[src/rtl/fifo_pkg.sv]
// fifo_pkg: types shared by the FIFO-side blocks
package fifo_pkg;
    typedef enum logic [1:0] {EMPTY, HOLD, CLOSE} state_t;
endpackage

[src/rtl/fifo_burst_reader.sv]
// fifo_burst_reader: drains a valid/ready FIFO into framed first/last bursts
module fifo_burst_reader
    import fifo_pkg::*;
#(
    parameter int DATA_WIDTH = 32,
    parameter int BURST_LEN  = 8,
    parameter int TIMEOUT    = 16,
    parameter int CW         = $clog2(BURST_LEN),
    parameter int TW         = $clog2(TIMEOUT + 1)
) (
    input  logic                  i_clk,
    input  logic                  i_rst_n,
    input  logic                  i_fifo_valid,
    output logic                  o_fifo_ready,
    input  logic [DATA_WIDTH-1:0] i_fifo_data,
    input  logic                  i_flush,
    output logic                  o_valid_m,
    input  logic                  i_ready_m,
    output logic [DATA_WIDTH-1:0] o_data,
    output logic                  o_first,
    output logic                  o_last,
    output logic                  o_busy
);
    state_t          state, state_nxt;
    logic [CW-1:0]   beat_cnt;
    logic [TW-1:0]   idle_cnt;
    logic            hold_vld, hs, pop, timeout, close_req;

    assign hold_vld     = state != EMPTY;
    assign o_last       = hold_vld & ((beat_cnt == CW'(BURST_LEN - 1)) | (state == CLOSE));
    assign o_first      = hold_vld & (beat_cnt == '0);
    assign o_valid_m    = hold_vld & (i_fifo_valid | o_last);
    assign hs           = o_valid_m & i_ready_m;
    assign o_fifo_ready = ~hold_vld | hs;
    assign pop          = i_fifo_valid & o_fifo_ready;
    assign timeout      = (idle_cnt == TW'(TIMEOUT - 1)) & ~i_fifo_valid;
    // a beat already offered as non-last cannot be re-marked last, so a close is refused then
    assign close_req    = (timeout | i_flush) & (~o_valid_m | o_last);
    assign o_busy       = hold_vld | (beat_cnt != '0);

    // next state: refill or drain whenever the holding register frees up, else close on request
    always_comb begin
        state_nxt = o_fifo_ready ? (i_fifo_valid ? HOLD : EMPTY)
                  : (state == HOLD && close_req) ? CLOSE : state;
    end

    // holding register, beat counter and idle counter
    always_ff @(posedge i_clk) begin
        if (!i_rst_n) begin
            state    <= EMPTY;
            beat_cnt <= '0;
            idle_cnt <= '0;
            o_data   <= '0;
        end else begin
            state <= state_nxt;
            if (pop)
                o_data <= i_fifo_data;
            if (hs)
                beat_cnt <= o_last ? '0 : beat_cnt + CW'(1);
            idle_cnt <= (pop || state != HOLD || state_nxt != HOLD) ? '0
                      : (!i_fifo_valid && idle_cnt != TW'(TIMEOUT - 1)) ? idle_cnt + TW'(1)
                      : idle_cnt;
        end
    end
endmodule
[config.mk]
export PLATFORM = sky130hd
export DESIGN_NAME = fifo_burst_reader
export DESIGN_NICKNAME = d
export VERILOG_FILES = /design/src/rtl/fifo_pkg.sv /design/src/rtl/fifo_burst_reader.sv
export SDC_FILE = /design/constraint.sdc
export NUM_CORES = 1
export LEC_CHECK = 0
export CAP_MARGIN = 10
export CORE_MARGIN = 2
export CORE_UTILIZATION = 40
export CTS_CLUSTER_SIZE = 30
export DETAILED_ROUTE_END_ITERATION = 8
export GPL_TIMING_DRIVEN = 0
export PLACE_DENSITY_LB_ADDON = 0.15
export RECOVER_POWER = 25
export SLEW_MARGIN = 40
export SYNTH_ARGS = -nofsm -noshare
export SYNTH_HDL_FRONTEND = slang
export SYNTH_SLANG_ARGS = --single-unit
[constraint.sdc]
create_clock -name i_clk -period 2.5 [get_ports i_clk]
set_input_delay 0.5 -clock i_clk [delete_from_list [all_inputs] [get_ports i_clk]]
set_output_delay 0.5 -clock i_clk [all_outputs]
set_load 0.03 [all_outputs]
==> impl_metrics.csv <==
group,metric,value,unit
run_status,status,"complete, no violations",
grt,grt_max_degree,14,
logic_synthesis,yosysSeqAreaShare,0.4143,
floorplanning,core_area,4817,sq um
timing,finalCriticalPeriod,2394,ps
logic_synthesis,syn_avg_cell_area,9.664,sq um
power_and_ir_drop,p_sw_frac,0.2930,
timing,tightest_slew,546.2,ps
logic_synthesis,yosysTopAreaCell,"dfxtp_1",
worst_hold_path,hp-class,"flop to flop",
logic_synthesis,syn_nets,252,
logic_synthesis,synth_most_common_cell,"dfxtp_1",
drt,drtAntennaViolNets,0,
timing,max_freq,0.4177,GHz
worst_setup_path,worstSetupPathType,"input port to output pin",
cts,cts.htree.levels,2,
grt,grt_pass1_wl,7741,um
floorplanning,io_pins,74,
drt,routed_wl,4872,um
grt,grtUsageTotal,0.1791,
logic_synthesis,synth-edff-count,0,
timing,rsz0062_at_grt,"no",
logic_synthesis,syn_area,2029,sq um
worst_setup_path,path_max_fanout,9,
floorplanning,die_area,5660,sq um
timing,final_hold_viol_count,0,
cts,cts_hold_buf,0,
drt,avgViaCountPerCell,5.036,
cts,clk_pin_slew,80,ps
placed_design,gp_congestion,0.7413,
power_and_ir_drop,p_per_area,545.7,nW/um^2
logic_synthesis,synthTopCellsByArea,"dfxtp_1 41%, a21boi_0 13%, o21a_1 12%",
timing,finalSetupViolations,0,
cells_and_area,num_antenna_cells,0,
cts,cts_max_path_buffers,2,
grt,grt_pass1_vias,1710,
power_and_ir_drop,p_int,0.001133,W
worst_setup_path,slowest_delay,560,ps
worst_setup_path,cp-start-kind,"input port",
logic_synthesis,synth_flop_cell,"dfxtp_1",
power_and_ir_drop,seqPwrFrac,0.454,
power_and_ir_drop,p_comb_frac,0.263,
floorplanning,initial_utilization,0.4213,
worst_setup_path,cp_num_buf_inv,2,
cts,cts_buffers,5,
logic_synthesis,ys_seq_elements,42,
cells_and_area,layout.nets,333,
power_and_ir_drop,netSwitchingPower,0.0004698,W
power_and_ir_drop,vdd_drop_max,377.3,uV
cts,clock_latency,290,ps
grt,antenna_found_initial,0,
timing,period_share,0.9577,
grt,grt-ovfl-total,0,
worst_setup_path,cp_cell_sequence,"dlygate4sd3_1 > o21ai_1 > o22ai_1 > dlygate4sd2_1",
drt,top_layer,"met4",
power_and_ir_drop,p_leak,1.174,nW
placed_design,portBuffers,72,
floorplanning,die_height,75.23,um
logic_synthesis,synth_top_area_frac,0.4143,
worst_setup_path,critPathArrivalTime,1890,ps
placed_design,hpwl,3497,um
floorplanning,std_cell_rows,25,
drt,wire_per_inst,13.57,um
timing,slew_violations,0,
logic_synthesis,syn_inst,210,
worst_setup_path,crit_slowest_cell,"dlygate4sd3_1",
cells_and_area,drive_above_1_share,0.06164,
worst_setup_path,endpoint_kind,"output pin",
timing,relSlewSlack,0.6334,
cts,cts_tree,"yes",
cells_and_area,fillers,445,
worst_setup_path,cp_data_required_time,2000,ps
logic_synthesis,synthArstFlopShare,0,
drt,route.detailed.drc,0,
drt,met3WireLength,338,um
logic_synthesis,synth_cell_types,36,
power_and_ir_drop,p_total,0.001603,W
worst_setup_path,crit_family,"buffers and inverters",
cts,clock_sinks,42,
drt,wl_met2,2249,um
cells_and_area,area_growth_syn_to_layout,44.76,%
cts,cts_root_buffer,"clkbuf_8",
job,max_cap_violations,0,
drt,drt_iter0_markers,60,
cells_and_area,fin_util,0.6099,
logic_synthesis,synthTopCellsByCount,"42 x dfxtp_1, 34 x a21boi_0, 33 x and3_1, 33 x o21a_1, 11 x clkbuf_1",
timing,clock-skew-final,7.973,ps
drt,wirelength_met1,2236,um
power_and_ir_drop,clkPwrFrac,0.283,
drt,dr.pass1.iters,4,
logic_synthesis,yosysWarnings,0,
floorplanning,die_w,75.23,um
drt,dr_total_vias,1808,
==> repair_timing <==
item                                    4_1_cts  5_1_grt
endpoints found under the setup margin        3        1
cloned                                        0        0
gates resized for setup                       3        1
setup buffers                                 2        0
pin swaps                                     1        0
==> worst register-to-register path, delay by kind of cell (launching register included) <==
kind                       cells  cell delay, ps
DFF                            1             340
AOI/OAI and AO/OA              1             350
and+or+nand+nor                2             670
adders and majority gates      2             440
==> metrics by stage <==
stage / hold slack [ps] / worst slack [ps] / instances / cell area, sq um / setup TNS, ps
2_1_floorplan: 472.2 / 674.4 / 210 / 2029 / 0
3_5_place_dp: 495.7 / -48.34 / 349 / 2834 / -48.34
4_1_cts: 508.5 / 9.575 / 359 / 2945 / 0
3_3_place_gp: 497.1 / -36.14 / 349 / 2834 / -36.14
5_1_grt: 552.8 / 27.08 / 359 / 2938 / 0
6_report: 508.9 / 105.8 / 359 / 2938 / 0
==> metal layers <==
layer,vias to the layer above,global-route usage
met5,-,0
met4,0,0.05848
met3,5,0.06292
met2,50,0.2797
met1,825,0.2325
li1,928,-
==> flip-flops by register name, indices dropped and copies added (netlist names) <==
register	cells
state	2
beat_cnt	3
o_data	32
idle_cnt	5
==> path summary, 6_finish.rpt <==
check                            startpoint            to  slack (ps)  depth (start not counted)
worst min register to register  beat_cnt[1]   beat_cnt[1]         510                          2
worst min-delay path            beat_cnt[1]   beat_cnt[1]         510                          2
worst max register to register  idle_cnt[0]   idle_cnt[3]         600                          5
worst max-delay path              i_ready_m  o_fifo_ready         110                          4
==> logic make-up (layout without fill, tap and decap cells) <==
family	Yosys count	after routing	synth area share
adder cells (fa/ha/maj)	5	5	0.03083
AND/OR/NAND/NOR	52	52	0.1732
XOR/XNOR	2	2	0.008633
buffers and inverters	25	107	0.05795
multiplexers	3	3	0.01480
AO/OA/AOI/OAI	81	81	0.3002
flip-flops	42	42	0.4143
==> cell type report <==
| type | instances | area (sq um) | share of cell area |
|---|---|---|---|
| Inverter | 5 | 18.77 | 0.006388 |
| Clock inverter | 2 | 12.51 | 0.004259 |
| Sequential cell | 42 | 840.8 | 0.2862 |
| Clock buffer | 6 | 82.58 | 0.02811 |
| Timing Repair Buffer | 74 | 732.0 | 0.2491 |
| Multi-Input combinational cell | 143 | 1075 | 0.3658 |
| Buffer | 20 | 92.59 | 0.03152 |
| Tap cell | 67 | 83.83 | 0.02853 |
==> power by group through the flow <==
stage	logic (W)	registers, W	clock network [W]
floorplan	0.000180	0.000808	0
global placement	0.000424	0.000743	0
detailed placement	0.000424	0.000743	0
CTS	0.000428	0.000728	0.000468
global route	0.000453	0.000733	0.000501
finish	0.000422	0.000728	0.000453
==> cells in the final DEF (no fill, tap or decap), types with 2 or more instances in the layout <==
master and n:
nor4_1 3, clkdlybuf4s50_1 68, dfxtp_1 42, and3_1 33
dlygate4sd2_1 2, buf_6 2, inv_1 5, buf_2 2
xnor2_1 2, a21boi_0 34, o21ai_0 3, nand4bb_1 2
mux2i_1 2, clkbuf_8 6, nor3b_1 2, ha_1 5
nor2_1 3, clkbuf_1 17, o21a_1 33
No activity file was read; power rests on OpenSTA's default activity.
